--- config.mk ---
export PLATFORM = sky130hd
export DESIGN_NAME = instr_encoder
export DESIGN_NICKNAME = d
export VERILOG_FILES = /design/src/rtl/instr_encoder_pkg.sv /design/src/rtl/instr_pack.sv /design/src/rtl/instr_encoder.sv
export SDC_FILE = /design/constraint.sdc
export NUM_CORES = 1
export LEC_CHECK = 0
export BUFFER_PORTS_ARGS = -buffer_cell sky130_fd_sc_hd__buf_4
export CORE_MARGIN = 3
export CORE_UTILIZATION = 50
export DETAILED_ROUTE_END_ITERATION = 10
export GPL_ROUTABILITY_DRIVEN = 1
export PLACE_DENSITY = 0.72
export SLEW_MARGIN = 30
export SYNTH_ARGS = -nofsm -noshare
export SYNTH_HDL_FRONTEND = slang
export SYNTH_HIERARCHICAL = 1
export SYNTH_SLANG_ARGS = --single-unit
--- constraint.sdc ---
create_clock -name clk -period 3.3 [get_ports clk]
set_clock_uncertainty 0.2 [all_clocks]
set_input_delay 0 -clock clk [delete_from_list [all_inputs] [get_ports clk]]
set_output_delay 0 -clock clk [all_outputs]
set_load 0.03 [all_outputs]
--- src/rtl/instr_encoder_pkg.sv ---
// Shared definitions for the RV32I instruction encoder.
//   - opcode constants for every supported format
//   - NOP_INSTR: word substituted when the field tuple cannot be encoded
//   - fmt_e: format class selected by opcode
//   - op_fmt(): opcode -> format class lookup
package instr_encoder_pkg;

  localparam logic [6:0] OP_R      = 7'b0110011;
  localparam logic [6:0] OP_IMM    = 7'b0010011;
  localparam logic [6:0] OP_LOAD   = 7'b0000011;
  localparam logic [6:0] OP_JALR   = 7'b1100111;
  localparam logic [6:0] OP_STORE  = 7'b0100011;
  localparam logic [6:0] OP_BRANCH = 7'b1100011;
  localparam logic [6:0] OP_LUI    = 7'b0110111;
  localparam logic [6:0] OP_AUIPC  = 7'b0010111;
  localparam logic [6:0] OP_JAL    = 7'b1101111;

  localparam logic [31:0] NOP_INSTR = 32'h0000_0013;

  typedef enum logic [2:0] {
    FMT_R,
    FMT_I,
    FMT_S,
    FMT_B,
    FMT_U,
    FMT_J,
    FMT_BAD
  } fmt_e;

  function automatic fmt_e op_fmt(input logic [6:0] op);
    fmt_e f;
    case (op)
      OP_R:                     f = FMT_R;
      OP_IMM, OP_LOAD, OP_JALR: f = FMT_I;
      OP_STORE:                 f = FMT_S;
      OP_BRANCH:                f = FMT_B;
      OP_LUI, OP_AUIPC:         f = FMT_U;
      OP_JAL:                   f = FMT_J;
      default:                  f = FMT_BAD;
    endcase
    return f;
  endfunction

endpackage

--- src/rtl/instr_pack.sv ---
// Combinational RV32I field packer and range checker.
//   opcode/rd/rs1/rs2/funct3/funct7/imm : field tuple to encode
//   instr : encoded word, or NOP_INSTR when err is set
//   err   : tuple cannot be represented (bad opcode or immediate)
module instr_pack
  import instr_encoder_pkg::*;
(
  input  logic [6:0]  opcode,
  input  logic [4:0]  rd,
  input  logic [4:0]  rs1,
  input  logic [4:0]  rs2,
  input  logic [2:0]  funct3,
  input  logic [6:0]  funct7,
  input  logic [31:0] imm,
  output logic [31:0] instr,
  output logic        err
);

  fmt_e fmt;
  logic is_shift;
  logic sext12_ok;
  logic sext13_ok;
  logic sext21_ok;

  // An immediate fits N signed bits when every bit above bit N-1 copies it.
  assign sext12_ok = (imm[31:11] == '0) || (imm[31:11] == '1);
  assign sext13_ok = (imm[31:12] == '0) || (imm[31:12] == '1);
  assign sext21_ok = (imm[31:20] == '0) || (imm[31:20] == '1);

  assign fmt      = op_fmt(opcode);
  assign is_shift = (opcode == OP_IMM) && (funct3[1:0] == 2'b01);

  always_comb begin
    instr = NOP_INSTR;
    err   = 1'b0;
    case (fmt)
      FMT_R: instr = {funct7, rs2, rs1, funct3, rd, opcode};
      FMT_I: begin
        if (is_shift) begin
          instr = {funct7, imm[4:0], rs1, funct3, rd, opcode};
          err   = !sext12_ok || (imm[11:5] != '0);
        end else begin
          instr = {imm[11:0], rs1, funct3, rd, opcode};
          err   = !sext12_ok;
        end
      end
      FMT_S: begin
        instr = {imm[11:5], rs2, rs1, funct3, imm[4:0], opcode};
        err   = !sext12_ok;
      end
      FMT_B: begin
        instr = {imm[12], imm[10:5], rs2, rs1, funct3, imm[4:1], imm[11], opcode};
        err   = imm[0] || !sext13_ok;
      end
      FMT_U: begin
        instr = {imm[31:12], rd, opcode};
        err   = (imm[11:0] != '0);
      end
      FMT_J: begin
        instr = {imm[20], imm[10:1], imm[11], imm[19:12], rd, opcode};
        err   = imm[0] || !sext21_ok;
      end
      default: err = 1'b1;
    endcase
    if (err) begin
      instr = NOP_INSTR;
    end
  end

endmodule

--- src/rtl/instr_encoder.sv ---
// Streaming RV32I program encoder.
//   start/len           : begin a program of len words (accepted in IDLE only)
//   in_valid/in_ready   : field-tuple input handshake
//   in_*                : fields to encode
//   out_valid/out_ready : encoded-word output handshake
//   out_instr/out_addr  : encoded word and its target address
//   out_err             : word is a substituted NOP
//   done                : one-cycle pulse when a program completes
//   err_cnt             : saturating count of errored words in the program
module instr_encoder
  import instr_encoder_pkg::*;
#(
  parameter logic [31:0] BASE_ADDR = 32'h0000_0000
) (
  input  logic        clk,
  input  logic        rst_n,
  input  logic        start,
  input  logic [15:0] len,
  input  logic        in_valid,
  output logic        in_ready,
  input  logic [6:0]  in_opcode,
  input  logic [4:0]  in_rd,
  input  logic [4:0]  in_rs1,
  input  logic [4:0]  in_rs2,
  input  logic [2:0]  in_funct3,
  input  logic [6:0]  in_funct7,
  input  logic [31:0] in_imm32,
  output logic        out_valid,
  input  logic        out_ready,
  output logic [31:0] out_instr,
  output logic [31:0] out_addr,
  output logic        out_err,
  output logic        done,
  output logic [7:0]  err_cnt
);

  typedef enum logic [1:0] {
    S_IDLE,
    S_RUN,
    S_DRAIN
  } state_e;

  state_e      state_q, state_d;
  logic [15:0] remain_q, remain_d;
  logic [31:0] ptr_q, ptr_d;
  logic        out_valid_q, out_valid_d;
  logic [31:0] out_instr_q, out_instr_d;
  logic [31:0] out_addr_q, out_addr_d;
  logic        out_err_q, out_err_d;
  logic        done_q, done_d;
  logic [7:0]  err_cnt_q, err_cnt_d;

  logic [31:0] pack_instr;
  logic        pack_err;
  logic        accept;
  logic        out_hs;

  instr_pack u_pack (
    .opcode (in_opcode),
    .rd     (in_rd),
    .rs1    (in_rs1),
    .rs2    (in_rs2),
    .funct3 (in_funct3),
    .funct7 (in_funct7),
    .imm    (in_imm32),
    .instr  (pack_instr),
    .err    (pack_err)
  );

  assign in_ready = (state_q == S_RUN) && (!out_valid_q || out_ready);
  assign accept   = in_valid && in_ready;
  assign out_hs   = out_valid_q && out_ready;

  always_comb begin
    state_d     = state_q;
    remain_d    = remain_q;
    ptr_d       = ptr_q;
    out_valid_d = out_valid_q;
    out_instr_d = out_instr_q;
    out_addr_d  = out_addr_q;
    out_err_d   = out_err_q;
    done_d      = 1'b0;
    err_cnt_d   = err_cnt_q;

    case (state_q)
      S_IDLE: begin
        if (start) begin
          err_cnt_d = '0;
          ptr_d     = BASE_ADDR;
          if (len != '0) begin
            state_d  = S_RUN;
            remain_d = len;
          end else begin
            done_d = 1'b1;
          end
        end
      end
      S_RUN: begin
        if (accept) begin
          remain_d = remain_q - 16'd1;
          if (remain_q == 16'd1) begin
            state_d = S_DRAIN;
          end
        end
      end
      S_DRAIN: begin
        if (out_hs) begin
          state_d = S_IDLE;
        end
      end
      default: state_d = S_IDLE;
    endcase

    // A new acceptance overwrites the output register even while the old
    // word is handing off, so back-to-back words flow without a bubble.
    if (accept) begin
      out_valid_d = 1'b1;
      out_instr_d = pack_instr;
      out_addr_d  = ptr_q;
      out_err_d   = pack_err;
      ptr_d       = ptr_q + 32'd4;
      if (pack_err && (err_cnt_q != '1)) begin
        err_cnt_d = err_cnt_q + 8'd1;
      end
    end else if (out_hs) begin
      out_valid_d = 1'b0;
    end
  end

  always_ff @(posedge clk or negedge rst_n) begin
    if (!rst_n) begin
      state_q     <= S_IDLE;
      remain_q    <= '0;
      ptr_q       <= BASE_ADDR;
      out_valid_q <= 1'b0;
      out_instr_q <= '0;
      out_addr_q  <= BASE_ADDR;
      out_err_q   <= 1'b0;
      done_q      <= 1'b0;
      err_cnt_q   <= '0;
    end else begin
      state_q     <= state_d;
      remain_q    <= remain_d;
      ptr_q       <= ptr_d;
      out_valid_q <= out_valid_d;
      out_instr_q <= out_instr_d;
      out_addr_q  <= out_addr_d;
      out_err_q   <= out_err_d;
      done_q      <= done_d;
      err_cnt_q   <= err_cnt_d;
    end
  end

  // The completing handshake raises done in the same cycle; the registered
  // term covers the zero-length program.
  assign done      = done_q || ((state_q == S_DRAIN) && out_hs);
  assign out_valid = out_valid_q;
  assign out_instr = out_instr_q;
  assign out_addr  = out_addr_q;
  assign out_err   = out_err_q;
  assign err_cnt   = err_cnt_q;

endmodule

; After elaboration in Yosys (flattened, before gate mapping)
; Index checks and enable logic that the tools add are counted.
[totals]
register_bits = 125
output_inout_bits = 76
elab_cells = 102
[op_classes]
addsub = 3
eq_ne = 27
n_mux = 28
reduce_logical = 35
[ops]
columns = op, n
row1 = $pmux 32 s6, 1
row2 = $mux 32, 5
row3 = $mux 16, 3
row4 = $add 32x3->32 const B, 1
row5 = $mux 8, 4
row6 = $pmux 16 s2, 1
row7 = $eq 21x21->1 const B, 1
row8 = $eq 7x6->1 const B, 3
row9 = $eq 7x7->1 const B, 3
row10 = $logic_not 21->1, 1
row11 = $eq 20x20->1 const B, 1
row12 = $logic_not 20->1, 1
row13 = $pmux 3 s6, 1
row14 = $eq 16x1->1 const B, 1
row15 = $reduce_bool 16->1, 1
row16 = $sub 16x1->16 const B, 1
row17 = $eq 7x5->1 const B, 2
row18 = $eq 12x12->1 const B, 1
row19 = $logic_not 12->1, 1
row20 = $reduce_bool 12->1, 1
row21 = $mux 2, 5
row22 = $add 8x1->8 const B, 1
row23 = $logic_or 1x1->1, 8
row24 = $ne 2x2->1 const B, 4
row25 = 22 further kinds, 41

; Logic depth before layout (Yosys ltp)
; Gate-level depths: netlist of run 1.
[depth]
word_depth = 9
mapped_depth = 13
depth_no_buf = 13

; Hierarchy
; The synthesis of run 1 kept the hierarchy.
[by_module_without_submodules]
columns = mod, instances, cells_each, area_per_inst_um2, seq_area_each_um2
row1 = instr_encoder, 1, 617, 5499.0, 3027.9
row2 = instr_pack, 1, 160, 1008.5, 0.0

; Worst setup path after synthesis of run 1
; No wires, ideal clock.
[synth_path]
path_kind = input port to flip-flop
start = in in_opcode[4]
end = reg err_cnt_q[6], in the netlist err_cnt[6]
setup_time_ns = 0.120
arrival_time_ns = 2.323
required_time_ns = 2.980
path_slack_ns = 0.656
path_stages = 13
n_path_buf = 0
cell_sequence = and4b_1 -> nor2_1 -> nor3_4 -> inv_1 -> ha_1 -> or3_1 -> a21oi_1 -> a2111oi_2 -> o21ai_0 -> nand4_1 -> a41oi_2 -> a31oi_1 -> a41o_1
[synth_between]
elab_chain_cells = 8
elab_cells_between_ends = 24
[synth_lines]
columns = item, line_no
row1 = "start, declared", instr_encoder.sv:21  ; input logic [6:0] in_opcode,
row2 = $eq 7x2->1 (tied with other cells), instr_encoder_pkg.sv:32  ; case (op)
row3 = $reduce_or 3->1 / $reduce_or 2->1 (equally long branches), instr_encoder_pkg.sv:32
row4 = $pmux 3 s6, instr_encoder_pkg.sv:32
row5 = $eq 3x3->1 (tied with other cells), instr_pack.sv:36  ; case (fmt)
row6 = $pmux 1 s6 *, instr_pack.sv:36
row7 = net pack_err, instr_encoder.sv:54  ; logic pack_err;
row8 = $logic_and 1x1->1 *, instr_encoder.sv:122  ; if (pack_err && (err_cnt_q != '1)) begin
row9 = $mux 8 *, instr_encoder.sv:122
row10 = $mux 8 *, instr_encoder.sv:116  ; if (accept) begin
row11 = net err_cnt_d[6], instr_encoder.sv:51  ; logic [7:0] err_cnt_q, err_cnt_d;
row12 = "end signal, assigned", instr_encoder.sv:150  ; err_cnt_q <= err_cnt_d;
row13 = "end, declared", instr_encoder.sv:51
; The timed path passes the listed nets; every way through them passes the cells marked *.
; A chain may end at the register's enable or synchronous reset.

; Worst setup path in the final report of run 1
[layout_path]
start = in in_opcode[4]
end = reg out_instr_q[24], in the netlist out_instr[24]
[layout_between]
elab_chain_cells = 6
elab_cells_between_ends = 23
[layout_lines]
columns = item, line_no
row1 = $eq 7x2->1 (tied with other cells), instr_encoder_pkg.sv:32
row2 = $reduce_or 3->1 / $reduce_or 2->1 (equally long branches), instr_encoder_pkg.sv:32
row3 = $pmux 3 s6, instr_encoder_pkg.sv:32
row4 = $eq 3x3->1 (tied with other cells), instr_pack.sv:36
row5 = $pmux 32 s6 / $pmux 1 s6 (equally long branches), instr_pack.sv:36
row6 = $mux 32 *, instr_pack.sv:65  ; if (err) begin
row7 = net pack_instr[24], instr_encoder.sv:53  ; logic [31:0] pack_instr;
row8 = "end signal, assigned", instr_encoder.sv:146  ; out_instr_q <= out_instr_d;
row9 = "end, declared", instr_encoder.sv:47  ; logic [31:0] out_instr_q, out_instr_d;
; Marked as above.

==> flow_summary_export.csv, run 1 <==
group,metric,value,unit
yosys,syn_avg_cell_area,8.375,um^2
routing,drt-vias-per-instance,5.701,
sta,finalMaxSlewViolations,0,
power,max-vdd-ir-drop,0.3219,mV
routing,wl,20.82,mm
layout,fin_nets,1109,
sta,setup_tns,0,ns
global_route,grt_use_met3,0.05796,
cts,cts_tree,"done",
power,power_switching,0.0008361,W
routing,drcViolationCount,0,
yosys,synth-adder-area-share,0.009614,
sta,fin_crit_sh,0.9863,
sta,setup_viol,0,
routing,dr_total_vias,6864,
yosys,synth_flop_cell,"dfrtp_1",
layout,diodes,0,
sta,fmax,307.2,MHz
setup_path,reg2reg_depth,6,
yosys,synthCells,777,
min_path,hold_depth,7,
global_route,grt_usage,0.2929,
setup_path,required,3.46,ns
sta,worstMarginPinSlew,1.041,ns
setup_path,critical_path_class,"input pin to flip-flop",
floorplan,start_util,0.5136,
floorplan,fp.dieH,120.1,um
power,swShare,0.2257,
yosys,yosys.area_share.xor_xnor,0.002692,
yosys,ys_ff_latch,121,
power,cellPowerDensity,393.2,nW/um^2
yosys,synth-simple-area-share,0.2905,
run_status,outcome,"complete, no violations",
power,leakagePower,4.575,nW
global_route,top_usage_layer,"met2",
floorplan,die_x,120.1,um
sta,whs,0.05917,ns
yosys,synth_edf_count,0,
yosys,synth_area,6507,um^2
floorplan,pin_count,161,
yosys,synthDistinctLibCells,68,
global_route,use_met1,0.3781,
global_route,grtUsageMet2,0.4879,
yosys,muxShareOfSynthArea,0.03076,
setup_path,crit_fanout,8,
yosys,async_flop_share,1.000,
min_path,hp-start,"in_imm32[0]",
layout,final_cell_mix,"nand2_1 (244), buf_4 (173), dfrtp_1 (121), dlygate4sd3_1 (83), nor2_1 (52)",
layout,layout_commonest_cell,"nand2_1",
min_path,min_to,"out_instr[7]$_DFFE_PN0P_",
yosys,synth_top_area_cell,"dfrtp_1",
placement,portBuffers,158,
floorplan,fp-row-count,41,
sta,relSlewSlack,0.2998,
setup_path,start_kind,"input pin",
cts,clockBufferDepth,2,
yosys,synth-compound-area-share,0.1646,
yosys,seq_area_frac_synth,0.4653,
cts,cts_sinks,121,
power,intPower,0.002869,W
routing,firstDrtPassIters,6,
yosys,synth_top_family_by_area,"simple AND/OR/NAND/NOR gates",
setup_path,r2r-end,"ptr_q[24]$_DFFE_PN0P_",
sta,rsz0062_at_grt,"yes",
global_route,grt_pass1_wl,33.69,mm
yosys,synth_top_area_frac,0.4653,
cts,cts_root_buffer,"clkbuf_16",
setup_path,r2r-start,"ptr_q[2]$_DFFE_PN0P_",
setup_path,cp-end-kind,"flip-flop",
min_path,hold_class,"input pin to flip-flop",
routing,post_drt_wl_per_cell,17.30,um
sta,fin_crit,3.255,ns
yosys,yosys_warnings,6,
sta,hold_viol_final,0,
routing,drtAntennaViolNets,0,
layout,area_growth,44.78,%
cts,cts_max_level,4,
cts,clk_pin_slew,0.06,ns
global_route,first_global_vias,6653,
power,combinationalPowerShare,0.075,
global_route,grt_max_degree,93,
global_route,grt-ovfl-total,0,
cts,insertion_delay,0.42,ns
placement,dp_hpwl,14.16,mm
floorplan,die_area,14420,um^2
floorplan,coreArea,12670,um^2
cts,cts_buffers,17,
placement,place.gp.congestion,0.9397,
power,clockPowerShare,0.524,
yosys,synth.area.top_cells,"dfrtp_1 (47%), nand2_1 (14%), mux2i_1 (3.1%), nor2_1 (3.0%), a22oi_1 (2.5%)",
power,seq_power_share,0.401,
setup_path,reg2reg_slack,0.63,ns
global_route,antenna_found_initial,0,
setup_path,cp.arrival,3.42,ns
flow_run,drv_cap,0,
routing,initialDrtViolationCount,629,
layout,drive_gt1_frac,0.2326,
==> logic make-up after synthesis <==
family	count (synthesis)
fa+ha+maj	5
compound gates	157
buf+inv	57
simple gates	414
xor+xnor	2
flops	121
mux	20
other cells	1
==> Yosys cell counts (4+ instances only) <==
cell type	instances
clkbuf_1	25
or4_1	4
nand3_1	19
o21ai_1	11
a31oi_1	5
o21ai_0	30
nor2_1	52
ha_1	5
nand2_1	245
and2_1	6
a22oi_1	22
inv_1	19
nor2b_1	4
nor3_1	9
a21oi_2	7
nand4_1	22
dfrtp_1	121
o31ai_1	11
o22ai_1	4
mux2i_1	20
o211ai_1	6
and3_1	7
a21oi_1	28
buf_2	7
nor4_1	16
==> registers in the layout (all words and copies together), names as in the netlist <==
name	count
ptr_q	30
state_q	2
done_q	1
remain_q	16
out_err	1
out_addr	30
err_cnt	8
out_instr	32
out_valid	1
==> power groups by stage <==
stage / combinational, W / clock (W) / sequential (W)
global placement: 0.000202 / 0 / 0.00151
CTS: 0.000272 / 0.00196 / 0.00149
detailed placement: 0.000204 / 0 / 0.00151
global route: 0.000300 / 0.00203 / 0.00149
finish: 0.000279 / 0.00194 / 0.00149
floorplan: 0.0000577 / 0 / 0.00151
==> metal layers <==
metal | vias up | part of all wire
met5 | - | 0
met4 | 0 | 0.028
met3 | 57 | 0.055
met2 | 273 | 0.50
met1 | 3315 | 0.42
li1 | 3219 | -
==> how the worst max path moves through the flow <==
| stage | start | end | slack [ns] | cells after the start |
|---|---|---|---|---|
| 3_5_place_dp | in_opcode[3] | err_cnt[6]$_DFF_PN0_ | 0.11 | 13 |
| 6_report | in_opcode[4] | out_instr[24]$_DFFE_PN0P_ | 0.05 | 14 |
| 3_3_place_gp | in_opcode[3] | err_cnt[6]$_DFF_PN0_ | 0.31 | 13 |
| 4_1_cts | in_opcode[4] | out_instr[24]$_DFFE_PN0P_ | 0.05 | 14 |
| 2_1_floorplan | in_opcode[4] | err_cnt[6]$_DFF_PN0_ | 0.66 | 13 |
| 5_1_grt | in_opcode[4] | out_instr[24]$_DFFE_PN0P_ | -0.01 | 16 |
==> worst max-delay path, stage by stage <==
cell and delay, ns:
dlygate4sd3_1 0.54, buf_4 0.16, and4b_1 0.25, nor2_1 0.07
nor3_4 0.15, inv_1 0.08, ha_1 0.28, o21a_2 0.22
nor3_1 0.53, a22oi_1 0.22, a21oi_1 0.21, dlygate4sd3_1 0.59
nand2_1 0.05, nand2_1 0.06
==> through the flow <==
stage               std cells    util  setup slack (ns)  power [W]  instance area [um^2]
floorplan                 778       -            0.6563   0.001570                  6511
global placement         1084  0.6214            0.3076   0.001714                  7874
detailed placement       1084  0.6214            0.1125   0.001716                  7874
CTS                      1200  0.7372           0.04567   0.003721                  9341
global route             1204  0.7436          -0.01139   0.003819                  9422
finish                   1204  0.7436           0.04521   0.003705                  9422
==> layout make-up <==
cell class | instances | area (um^2)
multi-input combinational | 601 | 3309
fill | 948 | 3249
clock buffer | 19 | 452.9
tap | 172 | 215.2
timing repair buffer | 259 | 2181
clock inverter | 13 | 163.9
inverter | 19 | 71.32
sequential | 121 | 3028
==> what timing repair did <==
action	4_1_cts	5_1_grt
endpoints found under the hold margin	185	0
setup endpoints to repair	0	21
hold buffers	84	0
setup buffers	0	3
gates resized for setup	0	7
(Power assumes the default switching activity.)
==> run 2: changes to the inputs <==
--- a/config.mk
+++ b/config.mk
@@ -14,5 +14,4 @@
 export SLEW_MARGIN = 30
 export SYNTH_ARGS = -nofsm -noshare
 export SYNTH_HDL_FRONTEND = slang
-export SYNTH_HIERARCHICAL = 1
 export SYNTH_SLANG_ARGS = --single-unit
==> flow_summary_export.csv, run 2 <==
group,metric,value,unit
layout,largest_reg_flops,32,
sta,fin_crit_sh,0.9538,
setup_path,reg2reg_slack,0.83,ns
setup_path,crit_fanout,10,
sta,worstMarginPinSlew,0.6802,ns
cts,clk_pin_slew,0.06,ns
power,post-layout-total-power,0.005022,W
global_route,grt_max_degree,70,
yosys,async_flop_share,1.000,
yosys,synth_top_area_cell,"dfrtp_1",
sta,finalMaxSlewViolations,0,
sta,whs,-0.04880,ns
floorplan,fp-row-count,40,
routing,dr_total_vias,6657,
power,leakagePower,4.190,nW
yosys,synth.area.top_cells,"dfrtp_1 (48%), nand2_1 (9.7%), o21ai_0 (4.6%), a21oi_1 (3.1%), nor2_1 (2.5%)",
yosys,seq_area_frac_synth,0.4836,
yosys,ys_ff_latch,121,
sta,hold_viol_final,68,
floorplan,pin_count,161,
sta,fmax,317.7,MHz
setup_path,reg2reg_depth,7,
placement,portBuffers,158,
sta,setup_tns,0,ns
setup_path,cp.arrival,3.25,ns
floorplan,start_util,0.5169,
layout,layout_commonest_cell,"buf_4",
cts,insertion_delay,0.41,ns
global_route,grt_pass1_wl,33.38,mm
cts,cts_root_buffer,"clkbuf_16",
yosys,yosys_warnings,0,
routing,drcViolationCount,0,
run_status,violations,"hold timing",
routing,firstDrtPassIters,7,
yosys,synth.most_common_cell,"nand2_1",
layout,drive_gt1_frac,0.2315,
floorplan,die_area,13900,um^2
global_route,grt_usage,0.2934,
yosys,synthDistinctLibCells,64,
yosys,synthCells,710,
cts,cts_buffers,17,
sta,setup_viol,0,
placement,place.gp.congestion,0.8865,
setup_path,required,3.40,ns
yosys,syn_avg_cell_area,8.818,um^2
placement,dp_slack,0.1059,ns
placement,dp_hpwl,12.85,mm
yosys,synth_common_cells,"nand2_1 (161), dfrtp_1 (121), o21ai_0 (58)",
sta,relSlewSlack,0.5438,
cts,post_cts_buffers,0,
setup_path,r2r-start,"state_q[1]$_DFFE_PN0P_",
layout,seq_area,3028,um^2
yosys,synth_edf_count,0,
routing,post_drt_wl_per_cell,17.56,um
sta,fin_crit,3.148,ns
setup_path,critical_path_class,"input pin to flip-flop",
cts,clockBufferDepth,2,
layout,fin_nets,1049,
setup_path,start_kind,"input pin",
setup_path,endpoint,"err_cnt[2]$_DFF_PN0_",
layout,fillers,819,
yosys,synth_area,6261,um^2
setup_path,crit_path_start,"in_opcode[5]",
global_route,first_global_vias,6777,
power,cellPowerDensity,548.1,nW/um^2
min_path,hold_class,"input pin to async pin",
power,max-vdd-ir-drop,0.3762,mV
yosys,synth_flop_cell,"dfrtp_1",
global_route,antenna_found_initial,0,
layout,multi_input_area,3050,um^2
layout,area_growth,46.32,%
sta,worst_slack,0.1524,ns
layout,final_cell_mix,"buf_4 (176), nand2_1 (160), dfrtp_1 (121), dlygate4sd3_1 (91), o21ai_0 (49)",
routing,initialDrtViolationCount,635,
layout,diodes,0,
flow_run,drv_cap,0,
routing,drtAntennaViolNets,0,
setup_path,cp-end-kind,"flip-flop",
run_status,outcome,"finished, violations left",
sta,rsz0062_at_grt,"no",
setup_path,r2r-end,"ptr_q[25]$_DFFE_PN0P_",
floorplan,fp.dieH,117.9,um
cts,cts_max_level,4,
routing,drt-vias-per-instance,5.839,
cts,cts_tree,"done",
floorplan,die_x,117.9,um
cts,cts_sinks,121,
yosys,synth_top_area_frac,0.4836,
routing,wl,20.01,mm
floorplan,coreArea,12110,um^2
global_route,grt-ovfl-total,0,
==> run 2: cell count changes after synthesis, sizes merged, moves of 5 or more <==
cell and change:
nand3 +9, nor2 -10, and2 -6, inv -10, a22o +10, nand2 -84, o21ai +20, a222oi +5
nand4 -10, mux2i -10
==> run 2: per-layer routing <==
metal / up-vias / global-route usage / wire (um)
met2: 364 / 0.4704 / 9687
met4: 0 / 0.1421 / 627
met5: - / 0 / 0
li1: 3079 / - / -
met1: 3154 / 0.3785 / 8146
met3: 60 / 0.06391 / 1551
==> run 2: layout make-up <==
cell class	count	area share
Clock buffer	20	0.04876
Multi-Input combinational cell	540	0.3330
Timing Repair Buffer	269	0.2471
Tap cell	168	0.02294
Sequential cell	121	0.3305
Inverter	10	0.004097
Clock inverter	12	0.01366
==> run 2: power breakdown <==
| part | leakage (nW) | switching, W | total, W | internal (W) |
|---|---|---|---|---|
| registers | 1.62 | 0.000185 | 0.00183 | 0.00164 |
| logic | 2.29 | 0.000855 | 0.00139 | 0.000536 |
| clock network | 0.276 | 0.000675 | 0.00180 | 0.00113 |
| total | 4.19 | 0.00172 | 0.00502 | 0.00331 |
==> run 2: kinds of logic (layout without fill, tap and decap cells) <==
logic type | count (synthesis) | in the layout | synth area share
compound gates | 201 | 201 | 0.2118
xor+xnor | 4 | 4 | 0.005597
fa+ha+maj | 5 | 5 | 0.009992
buf+inv | 50 | 311 | 0.03477
flops | 121 | 121 | 0.4836
mux | 11 | 11 | 0.01779
other cells | 1 | 2 | 0.0005989
simple gates | 317 | 317 | 0.2358
==> run 2: worst max-delay path, stage by stage <==
cell           delay, ns
dlygate4sd3_1       0.55
buf_4               0.15
and4b_1             0.22
o2111a_2            0.30
inv_2               0.10
ha_4                0.20
or3_1               0.34
a21o_1              0.16
a21oi_1             0.16
a311oi_1            0.15
o221a_4             0.14
or3_1               0.51
a31o_1              0.27
==> run 2: stage by stage <==
stage / instance area [um^2] / util / hold slack (ns) / cells
after floorplan: 6265 / - / -0.4956 / 711
after global placement: 7646 / 0.6313 / -0.02991 / 1017
after detailed placement: 7646 / 0.6313 / -0.02602 / 1017
after CTS: 9129 / 0.7537 / 0.07614 / 1140
after global routing: 9161 / 0.7564 / 0.008959 / 1140
final: 9161 / 0.7564 / -0.04880 / 1140
==> run 2: worst min-delay path by stage <==
stage,startpoint,end,slack [ns],cells past startpoint
finish,rst_n,out_addr[31]$_DFFE_PN0P_,-0.05,2
global route,rst_n,out_addr[31]$_DFFE_PN0P_,0.009,2
CTS,rst_n,out_addr[31]$_DFFE_PN0P_,0.08,2
detailed placement,rst_n,out_addr[31]$_DFFE_PN0P_,-0.03,1
global placement,rst_n,ptr_q[31]$_DFFE_PN0P_,-0.03,1
floorplan,rst_n,done_q$_DFF_PN0_,-0.50,0
==> run 2: what timing repair did <==
item                       in CTS  in global routing
setup endpoints to repair       0                 39
hold endpoints to repair      155                  0
hold buffers                   91                  0
resized for setup               0                 14
